==> src/rtl/pipe_pkg.sv <==
// Shared types and helpers for the pipeline hazard/forwarding controller.
// Scoreboard entries are sized for the widest supported register address.
package pipe_pkg;

    localparam int MAX_AW = 8;
    localparam int FWD_RF = 0;

    typedef struct packed {
        logic              valid;
        logic [MAX_AW-1:0] waddr;
        logic              is_load;
    } sb_entry_t;

    function automatic int sel_w(input int track);
        return $clog2(track + 1);
    endfunction

    // Load data must become forwardable before it leaves the tracked window.
    function automatic bit load_lat_ok(input int lat, input int track);
        return (lat >= 1) && (lat <= track - 1);
    endfunction

endpackage

==> src/rtl/hazard_fwd_match.sv <==
// Priority match of one ID source against the scoreboard slots.
// Reports the youngest producer and whether it is a load still too young to forward.
module hazard_fwd_match
    import pipe_pkg::*;
#(
    parameter int TRACK    = 3,
    parameter int AW       = 8,
    parameter int SEL_W    = 2,
    parameter int LOAD_LAT = 1
) (
    input  logic [AW-1:0]       src_addr_i,
    input  logic                src_used_i,
    input  logic [TRACK-1:0]    slot_valid_i,
    input  logic [TRACK*AW-1:0] slot_waddr_i,
    input  logic [TRACK-1:0]    slot_load_i,
    output logic [SEL_W-1:0]    sel_o,
    output logic                load_hit_o
);

    // Scan oldest to youngest so the youngest match is written last.
    always_comb begin
        sel_o      = SEL_W'(FWD_RF);
        load_hit_o = 1'b0;
        if (src_used_i && (src_addr_i != '0)) begin
            for (int k = TRACK - 1; k >= 0; k--) begin
                if (slot_valid_i[k] && (slot_waddr_i[k*AW +: AW] == src_addr_i)) begin
                    sel_o      = SEL_W'(k + 1);
                    load_hit_o = slot_load_i[k] && ((k + 1) <= LOAD_LAT);
                end
            end
        end
    end

endmodule

==> src/rtl/pipe_hazard_ctrl.sv <==
// Hazard and forwarding controller: EX..WB write scoreboard, load-use stall,
// branch flush, forward selects and saturating stall/flush counters.
module pipe_hazard_ctrl
    import pipe_pkg::*;
#(
    parameter  int NUM_STAGES = 5,
    parameter  int REG_AW     = 5,
    parameter  int NUM_SRC    = 2,
    parameter  int LOAD_LAT   = 1,
    parameter  int CNT_W      = 16,
    localparam int TRACK      = NUM_STAGES - 2,
    localparam int SEL_W      = sel_w(TRACK)
) (
    input  logic                       clk,
    input  logic                       rst_n,
    input  logic                       id_valid,
    input  logic [NUM_SRC*REG_AW-1:0]  id_src_addr,
    input  logic [NUM_SRC-1:0]         id_src_used,
    input  logic                       id_wen,
    input  logic [REG_AW-1:0]          id_waddr,
    input  logic                       id_is_load,
    input  logic                       ex_br_taken,
    output logic                       stall,
    output logic                       flush,
    output logic                       pc_en,
    output logic                       ir_en,
    output logic                       npc_en,
    output logic [NUM_SRC*SEL_W-1:0]   fwd_sel,
    output logic [TRACK-1:0]           stage_valid,
    output logic [CNT_W-1:0]           stall_cnt,
    output logic [CNT_W-1:0]           flush_cnt
);

    if (!load_lat_ok(LOAD_LAT, TRACK)) begin : g_bad_load_lat
        $error("pipe_hazard_ctrl: LOAD_LAT must be within 1..TRACK-1");
    end
    if (REG_AW > MAX_AW) begin : g_bad_reg_aw
        $error("pipe_hazard_ctrl: REG_AW exceeds MAX_AW");
    end

    sb_entry_t slot_q [TRACK];
    sb_entry_t slot_d [TRACK];

    logic [CNT_W-1:0] stall_cnt_q, stall_cnt_d;
    logic [CNT_W-1:0] flush_cnt_q, flush_cnt_d;

    logic [TRACK-1:0]        slot_valid;
    logic [TRACK*MAX_AW-1:0] slot_waddr;
    logic [TRACK-1:0]        slot_load;
    logic [NUM_SRC-1:0]      load_hit;
    logic [NUM_SRC*SEL_W-1:0] sel_raw;

    always_comb begin
        slot_valid = '0;
        slot_waddr = '0;
        slot_load  = '0;
        for (int k = 0; k < TRACK; k++) begin
            slot_valid[k]                   = slot_q[k].valid;
            slot_waddr[k*MAX_AW +: MAX_AW]  = slot_q[k].waddr;
            slot_load[k]                    = slot_q[k].is_load;
        end
    end

    for (genvar i = 0; i < NUM_SRC; i++) begin : g_src
        hazard_fwd_match #(
            .TRACK    (TRACK),
            .AW       (MAX_AW),
            .SEL_W    (SEL_W),
            .LOAD_LAT (LOAD_LAT)
        ) u_match (
            .src_addr_i   (MAX_AW'(id_src_addr[i*REG_AW +: REG_AW])),
            .src_used_i   (id_src_used[i]),
            .slot_valid_i (slot_valid),
            .slot_waddr_i (slot_waddr),
            .slot_load_i  (slot_load),
            .sel_o        (sel_raw[i*SEL_W +: SEL_W]),
            .load_hit_o   (load_hit[i])
        );
    end

    // A taken branch kills ID anyway, so it overrides any load-use stall.
    assign flush       = ex_br_taken;
    assign stall       = id_valid & ~ex_br_taken & (|load_hit);
    assign pc_en       = ~stall;
    assign ir_en       = ~stall;
    assign npc_en      = ~stall;
    assign fwd_sel     = stall ? '0 : sel_raw;
    assign stage_valid = slot_valid;
    assign stall_cnt   = stall_cnt_q;
    assign flush_cnt   = flush_cnt_q;

    // $0 writes and non-writing instructions never become producers.
    always_comb begin
        slot_d[0]         = '0;
        slot_d[0].valid   = id_valid & ~stall & ~flush & id_wen & (id_waddr != '0);
        slot_d[0].waddr   = MAX_AW'(id_waddr);
        slot_d[0].is_load = id_is_load;
        for (int k = 1; k < TRACK; k++) begin
            slot_d[k] = slot_q[k-1];
        end
    end

    always_comb begin
        stall_cnt_d = stall_cnt_q;
        flush_cnt_d = flush_cnt_q;
        if (stall && (stall_cnt_q != '1)) stall_cnt_d = stall_cnt_q + 1'b1;
        if (flush && (flush_cnt_q != '1)) flush_cnt_d = flush_cnt_q + 1'b1;
    end

    always_ff @(posedge clk or negedge rst_n) begin
        if (!rst_n) begin
            for (int k = 0; k < TRACK; k++) slot_q[k] <= '0;
            stall_cnt_q <= '0;
            flush_cnt_q <= '0;
        end else begin
            slot_q      <= slot_d;
            stall_cnt_q <= stall_cnt_d;
            flush_cnt_q <= flush_cnt_d;
        end
    end

endmodule

==> config.mk <==
export PLATFORM = sky130hd
export DESIGN_NAME = pipe_hazard_ctrl
export DESIGN_NICKNAME = d
export VERILOG_FILES = /design/src/rtl/pipe_pkg.sv /design/src/rtl/hazard_fwd_match.sv /design/src/rtl/pipe_hazard_ctrl.sv
export SDC_FILE = /design/constraint.sdc
export NUM_CORES = 1
export LEC_CHECK = 0
export ABC_AREA = 1
export CAP_MARGIN = 5
export CORE_MARGIN = 2
export CORE_UTILIZATION = 30
export CTS_BUF_LIST = sky130_fd_sc_hd__clkbuf_2
export CTS_CLUSTER_DIAMETER = 150
export CTS_CLUSTER_SIZE = 8
export DETAILED_ROUTE_END_ITERATION = 12
export PLACE_DENSITY = 0.57
export SYNTH_ARGS = -nofsm -noshare
export SYNTH_HDL_FRONTEND = slang
export SYNTH_HIERARCHICAL = 1
export SYNTH_SLANG_ARGS = --single-unit
==> constraint.sdc <==
create_clock -name clk -period 3.4 [get_ports clk]
set_input_delay 0.51 -clock clk [delete_from_list [all_inputs] [get_ports clk]]
set_output_delay 0.51 -clock clk [all_outputs]
set_load 0.005 [all_outputs]
==> reports/summary.txt, run 1 <==
CP required - 2.89 ns
clock sink total - 51
Reg clk slew, reported paths - 0.28 ns
slew margin rel. - 56.5%
Mapped Area - 0.00362 mm2
via count - 3,543
CTS tree - built
Final Hold Fails - 0
Tot GR Track Use - 14.7%
endpoint class of the critical path - output pin
DRC errors left - 0
Synth-to-Final Area Change - 28.4%
Die Height - 114 um
RSZ-0062 raised after global routing - false
Avg WL per Cell - 11.4 um
Overall Power - 0.00133 W
vias in the first global route - 3,219
drt via density - 4.30
Post-Route WL - 9.42 mm
Final GP Congestion - 0.939
post-route minimum period - 3.15 ns
post-CTS sizing - 0
Num CTS Buffers - 5
DR pass1 iterations - 4
Die W - 114 um
register-to-register setup slack - 1.20 ns
Max Root-Sink Buffers - 2
I/O Pins - 67
Worst Tran Pin Value - 0.652 ns
CP arrival - 2.64 ns
Final Core Density - 39.0%
die area - 0.0130 mm2
largest stage delay on the critical path - 0.53 ns
initial core utilization - 30.4%
largest net degree at the start of global routing - 29
total core area - 0.0119 mm2
Worst Setup EP - stall
CP bufs+invs - 5
clk_lat worst skew - 0.46 ns
Worst Reg-to-Reg Cells - 13
number of setup violations in the final report - 0
kind of critical path - primary input to output pin
delay-heaviest family, CP - buffers and inverters
row count - 40
CTS H-tree lvls - 2
placed insts - 815
Slowest-stage cell, CP - clkdlybuf4s50_1
clock root buffer - clkbuf_2
P per Cell Area - 286 mW/mm2
Ys Warns - 6
worst min-delay path category - primary input to asynchronous set/reset pin
Worst Skew - 0.0157 ns
gr ovfl total - 0
# hold bufs at CTS - 0
initial antenna violation count - 0
Final TNS setup - 0 ns
I/O Buffers - 66
Worst VDD drop - 227 uV
Final Max Tran Viols - 0
final period utilization - 92.6%
first-pass GRT wire length - 15.2 mm
Post-CTS Setup Bufs - 0
Avg Cell Area, Syn - 6.50 um2
crit start category - primary input
worst path cell trace - clkdlybuf4s50_1, inv_2, nand2_1, nand3_1, nor3_1, nand3_1, nor2_1, inv_1, nand2_1, nand2_2, inv_1, clkdlybuf4s50_1
antenna cells - 0
HPWL Detailed - 7.42 mm
fmax - 0.318 GHz
FF-to-FF Start - slot_d[14]
final net count - 700
Worst path depth - 12
initial DRC count - 195
share of cells above drive strength 1 - 8.88%
Max-Cap Viols - 0
LEAKAGE - 2.28 nW
R2R Path End - stall_cnt[5]
Routed Antenna Nets - 0
CP max FO - 5
Setup crit start - id_src_addr[5]
Syn Inst Count - 557
final std cells w/o fill - 823
fillcell total - 1,286
run status - finished clean
## placed cells by master, fill, tap and decap left out, drive strengths merged, types with 8 or more instances in the layout
cell           instances
inv                   92
o21ai                 28
dfrtp                 51
xor2                  12
nor2                  71
xnor2                  8
conb                  52
nand2                223
clkdlybuf4s50         65
nand3                 30
nand4                 12
## where the power goes
part | internal (W) | leakage, nW | total, W | switching, W
clock network | 0.0000533 | 0.0306 | 0.000263 | 0.000210
registers | 0.000654 | 0.627 | 0.000730 | 0.0000761
logic | 0.000166 | 1.62 | 0.000337 | 0.000171
## cell type report
class | count | area (um2) | share of cell area, %
inverters | 92 | 345 | 7.43
flip-flops and latches | 51 | 1280 | 27.4
well taps | 147 | 184 | 3.96
clock buffers | 6 | 30.0 | 0.646
multi-input cells | 456 | 2120 | 45.7
clock inverters | 2 | 12.5 | 0.269
repair buffers | 69 | 678 | 14.6
## how the worst min path moves through the flow
stage | endpoint | startpoint | slack [ns]
after floorplan | flush_cnt[0] | rst_n | 0.21
after global placement | slot_d[4] | slot_d[14] | 0.42
after detailed placement | slot_d[4] | slot_d[14] | 0.42
after CTS | stall_cnt[6] | rst_n | 0.01
after global routing | stall_cnt[5] | rst_n | 0.005
final | stall_cnt[5] | rst_n | 0.02
## sequential cells by signal (all words and copies together), names as in the netlist
name / count
flush_cnt: 16
stage_valid: 3
slot_q: 5
slot_d: 11
stall_cnt: 16
## metal layers
layer  part of all wire (%)  vias up  global-route usage [%]
met5                      0        -                       0
met4                    2.7        0                    5.53
met3                    5.5       19                    3.08
met2                     46       74                    24.1
met1                     46     1577                    19.2
li1                       -     1873                       -
## per-stage QoR
stage          hold slack (ns)  setup slack, ns  cell area (um2)
5_1_grt                0.00543           0.0390             4650
3_5_place_dp             0.423            0.251             4610
3_3_place_gp             0.416            0.261             4610
2_1_floorplan            0.214             1.43             3810
6_report                0.0222            0.252             4650
4_1_cts                 0.0148            0.226             4650
Power figures use the tool's default switching activity.
==> inputs of run 2 (changes only) <==
MAX_ROUTING_LAYER = met4   (was unset)
==> run 2 against run 1 <==
  * Hold slack got worse by 0.0017 ns
  * Design area unchanged
  * Sequential power hardly changed
  * Sequential cell count unchanged
  * Utilization is the same
  * Register-to-register slack about the same
  * Clock skew grew 0.0011 ns
==> reports/summary.txt, run 2 (same netlist as run 1, synthesis figures left out) <==
run status - finished clean
CP max FO - 5 (unchanged)
Avg WL per Cell - 11.4 um (about the same)
crit start category - primary input
Final TNS setup - 0 ns (unchanged)
Max Root-Sink Buffers - 2 (unchanged)
switching power - 0.000456 W (-0.18%)
Die Height - 114 um (unchanged)
number of setup violations in the final report - 0 (unchanged)
Final GP Congestion - 0.956 (+1.8%)
Worst Skew - 0.0168 ns (+0.00110 ns)
dpl cell area - 0.00461 mm2 (unchanged)
Worst Tran Pin Value - 0.653 ns (+0.000746 ns)
Clk network pwr share - 19.8% (about the same)
dpl ws - 0.251 ns (unchanged)
CP required - 2.89 ns (about the same)
commonest non-fill, non-tap cell in the layout - nand2_1
RSZ-0062 raised after global routing - false
# hold bufs at CTS - 0 (unchanged)
post-route setup slack - 0.249 ns (-0.00278 ns)
first-pass GRT wire length - 15.2 mm (about the same)
Post-Route WL - 9.41 mm (about the same)
Routed Antenna Nets - 0 (unchanged)
LEAKAGE - 2.28 nW (unchanged)
clock root buffer - clkbuf_2
row count - 40 (unchanged)
fillcell total - 1,286 (unchanged)
Tot GR Track Use - 15.2% (+0.46 points)
I/O Buffers - 66 (unchanged)
largest net degree at the start of global routing - 29 (unchanged)
final net count - 700 (unchanged)
Hold Worst Slack - 0.0205 ns (-0.00169 ns)
via count - 3,530 (-0.37%)
DRC errors left - 0 (unchanged)
worst min-delay path category - primary input to asynchronous set/reset pin
P per Cell Area - 286 mW/mm2 (about the same)
fmax - 0.317 GHz (about the same)
CTS tree - built
CP arrival - 2.64 ns (about the same)
post-route minimum period - 3.15 ns (+0.00278 ns)
drt via density - 4.29 (-0.37%)
Max-Cap Viols - 0 (unchanged)
antenna cells - 0 (unchanged)
slew margin rel. - 56.5% (about the same)
initial DRC count - 217 (+11%)
CTS H-tree lvls - 2 (unchanged)
Die W - 114 um (unchanged)
Comb power frac - 25.3% (about the same)
gr ovfl total - 0 (unchanged)
HPWL Detailed - 7.42 mm (unchanged)
Final Core Density - 39.0% (unchanged)
DR pass1 iterations - 4 (unchanged)
I/O Pins - 67 (unchanged)
final period utilization - 92.7% (about the same)
register share of total power - 54.9% (about the same)
endpoint class of the critical path - output pin
initial core utilization - 30.4% (unchanged)
Power Internal - 0.000873 W (about the same)
Post-CTS Setup Bufs - 0 (unchanged)
kind of critical path - primary input to output pin
Worst VDD drop - 227 uV (about the same)
Final Max Tran Viols - 0 (unchanged)
Num CTS Buffers - 5 (unchanged)
total core area - 0.0119 mm2 (unchanged)
clk_lat worst skew - 0.46 ns (about the same)
share of cells above drive strength 1 - 8.88% (unchanged)
Final Hold Fails - 0 (unchanged)
clock sink total - 51 (unchanged)
post-CTS sizing - 0 (unchanged)
vias in the first global route - 3,219 (unchanged)
most frequent cells in the layout - nand2_1 (218), inv_1 (75), clkdlybuf4s50_1 (65)
Reg clk slew, reported paths - 0.28 ns (about the same)
switch share - 34.3% (-0.041 points)
initial antenna violation count - 0 (unchanged)
die area - 0.0130 mm2 (unchanged)
Final Cell Area - 0.00465 mm2 (unchanged)
Synth-to-Final Area Change - 28.4% (unchanged)
-- run 2: critical path: stages --
cell and delay [ns]:
clkdlybuf4s50_1 0.51, inv_2 0.07, nand2_1 0.06, nand3_1 0.07, nor3_1 0.22, nand3_1 0.18, nor2_1 0.14, inv_1 0.07
nand2_1 0.07, nand2_2 0.06, inv_1 0.16, clkdlybuf4s50_1 0.53
-- run 2: metrics by stage --
stage,cells,power (W)
after floorplan,608,0.000908
after global placement,815,0.00107
after detailed placement,815,0.00107
after CTS,823,0.00135
after global routing,823,0.00142
final,823,0.00133
-- run 2: layout make-up --
cell class | instances | area, um2 | share of cell area, %
Clock inverter | 2 | 12.5 | 0.269
Multi-Input combinational cell | 456 | 2120 | 45.7
Inverter | 92 | 345 | 7.43
Tap cell | 147 | 184 | 3.96
Clock buffer | 6 | 30.0 | 0.646
Sequential cell | 51 | 1280 | 27.4
Timing Repair Buffer | 69 | 678 | 14.6
-- run 2: power groups by stage --
stage,registers (W),logic (W),clock network [W]
6_report,0.000729,0.000337,0.000263
3_5_place_dp,0.000738,0.000335,0
3_3_place_gp,0.000739,0.000328,0
2_1_floorplan,0.000722,0.000186,0
5_1_grt,0.000740,0.000379,0.000300
4_1_cts,0.000729,0.000337,0.000281
-- run 2: worst paths after layout --
kind / slack [ns] / cells past startpoint / to / startpoint
max: 0.25 / 12 / stall / id_src_addr[5]
min: 0.02 / 1 / stall_cnt[5] / rst_n
max reg2reg: 1.20 / 13 / stall_cnt[5] / slot_d[14]
min reg2reg: 0.47 / 0 / slot_d[4] / slot_d[14]
max in group asynchronous: 2.59 / 2 / flush_cnt[12] / rst_n
min in group clk: 0.45 / 1 / slot_d[10] / id_is_load
-- run 2: metal layers --
metal | share of wire, % | track usage (%) | up-vias
met3 | 4.8 | 3.08 | 19
met4 | 2.8 | 5.53 | 0
met1 | 47 | 19.3 | 1572
li1 | - | - | 1870
met2 | 45 | 24.1 | 69
met5 | 0 | - | -
==> inputs of run 3 (changes only) <==
HOLD_SLACK_MARGIN = 0.12   (was unset)
==> run 3 against run 2 <==
  * Routed wire length is 0.33% higher
  * Final cell count rose by 0.12%
  * Register-to-register slack about the same
  * Design area up 0.22%
  * Worst setup slack improved by 0.015 ns
  * Global-route usage did not move
  * Critical endpoint unchanged
  * Largest cell class unchanged
  * Largest power group unchanged
  * Highest routed layer unchanged
==> reports/summary.txt, run 3 (same netlist as run 1, synthesis figures left out) <==
run status - finished clean
Tot GR Track Use - 15.2% (unchanged)
share of cells above drive strength 1 - 8.86% (-0.013 points)
number of setup violations in the final report - 0 (unchanged)
CP required - 2.89 ns (about the same)
Worst Skew - 0.00970 ns (-0.00706 ns)
DR pass1 iterations - 5 (+1)
final net count - 701 (+0.14%)
Die Height - 114 um (unchanged)
RSZ-0062 raised after global routing - false
gr ovfl total - 0 (unchanged)
commonest non-fill, non-tap cell in the layout - nand2_1
CTS H-tree lvls - 2 (unchanged)
post-route minimum period - 3.14 ns (-0.0149 ns)
largest net degree at the start of global routing - 29 (unchanged)
endpoint class of the critical path - output pin
Register Area - 0.00128 mm2 (unchanged)
dpl ws - 0.251 ns (unchanged)
Final Hold Fails - 0 (unchanged)
antenna cells - 0 (unchanged)
row count - 40 (unchanged)
CTS tree - built
final period utilization - 92.2% (-0.44 points)
kind of critical path - primary input to output pin
Die W - 114 um (unchanged)
initial core utilization - 30.4% (unchanged)
DRC errors left - 0 (unchanged)
# hold bufs at CTS - 1 (+1)
post-CTS sizing - 0 (unchanged)
post-route setup slack - 0.264 ns (+0.0149 ns)
clock root buffer - clkbuf_2
clock sink total - 51 (unchanged)
worst min-delay path category - primary input to flip-flop
Max-Cap Viols - 0 (unchanged)
Post-CTS Setup Bufs - 0 (unchanged)
I/O Buffers - 66 (unchanged)
Worst Reg-to-Reg Cells - 14 (+1)
Final GP Congestion - 0.956 (unchanged)
Final TNS setup - 0 ns (unchanged)
Routed Antenna Nets - 0 (unchanged)
drt via density - 4.32 (+0.61%)
slew margin rel. - 56.8% (+0.33 points)
via count - 3,556 (+0.74%)
P per Cell Area - 286 mW/mm2 (about the same)
CP arrival - 2.63 ns (about the same)
initial DRC count - 211 (-2.8%)
Post-Route WL - 9.44 mm (+0.33%)
first-pass GRT wire length - 15.2 mm (unchanged)
initial antenna violation count - 0 (unchanged)
fmax - 0.319 GHz (+0.47%)
Avg WL per Cell - 11.5 um (+0.21%)
Reg clk slew, reported paths - 0.27 ns (about the same)
Synth-to-Final Area Change - 28.6%
Multi-input gate area - 0.00212 mm2 (unchanged)
HPWL Detailed - 7.42 mm (unchanged)
vias in the first global route - 3,220 (+0.031%)
total core area - 0.0119 mm2 (unchanged)
fillcell total - 1,288 (+0.16%)
Final Max Tran Viols - 0 (unchanged)
clk_lat worst skew - 0.46 ns (about the same)
Num CTS Buffers - 5 (unchanged)
most frequent cells in the layout - nand2_1 (218), inv_1 (75), clkdlybuf4s50_1 (65)
Hold Path Depth - 1
Worst Tran Pin Value - 0.648 ns (-0.00493 ns)
die area - 0.0130 mm2 (unchanged)
Worst VDD drop - 228 uV (+0.41%)
crit start category - primary input
CP max FO - 5 (unchanged)
I/O Pins - 67 (unchanged)
LEAKAGE - 2.28 nW (+0.18%)
Max Root-Sink Buffers - 2 (unchanged)
## run 3: stage by stage
step	hold WS, ns	area, um2	power (W)	util [%]	std cells
global placement	0.416	4610	0.00107	38.7	815
finish	0.446	4660	0.00133	39.1	824
CTS	0.415	4660	0.00135	39.1	824
floorplan	0.214	3810	0.000908	-	608
global route	0.409	4660	0.00142	39.1	824
detailed placement	0.423	4610	0.00107	38.7	815
## run 3: layer usage
metal	vias up	wire length [um]	GRT usage, %	part of all wire, %
met1	1588	4410	19.3	47
met3	17	482	3.08	5.1
met5	-	0	-	0
met4	0	257	5.53	2.7
li1	1874	-	-	-
met2	77	4290	24.1	45
## run 3: area by class of cell
class                   instances  area share, %
well taps                     147           3.95
clock inverters                 2          0.269
clock buffers                   6          0.644
inverters                      92           7.41
flip-flops and latches         51           27.4
multi-input cells             456           45.6
repair buffers                 70           14.8
## run 3: worst paths after layout
path,from,slack (ns),to
min in group asynchronous,rst_n,0.56,slot_d[10]
setup reg to reg,slot_d[11],1.19,stall_cnt[5]
hold / removal,id_is_load,0.45,slot_d[10]
max in group asynchronous,rst_n,2.05,flush_cnt[7]
hold reg to reg,slot_d[14],0.47,slot_d[4]
setup / recovery,id_src_addr[5],0.26,stall
## run 3: critical path, cell delays in order
cell and delay (ns):
clkdlybuf4s50_1 0.51, inv_2 0.07, nand2_1 0.06, nand3_1 0.07
nor3_1 0.22, nand3_1 0.18, nor2_1 0.14, inv_1 0.07
nand2_1 0.07, nand2_2 0.06, inv_1 0.15, clkdlybuf4s50_1 0.53
## run 3: power by group
part           total, W  switching [W]  internal, W
clock network  0.000265       0.000211    0.0000532
logic          0.000338       0.000171     0.000167
registers      0.000729      0.0000756     0.000654
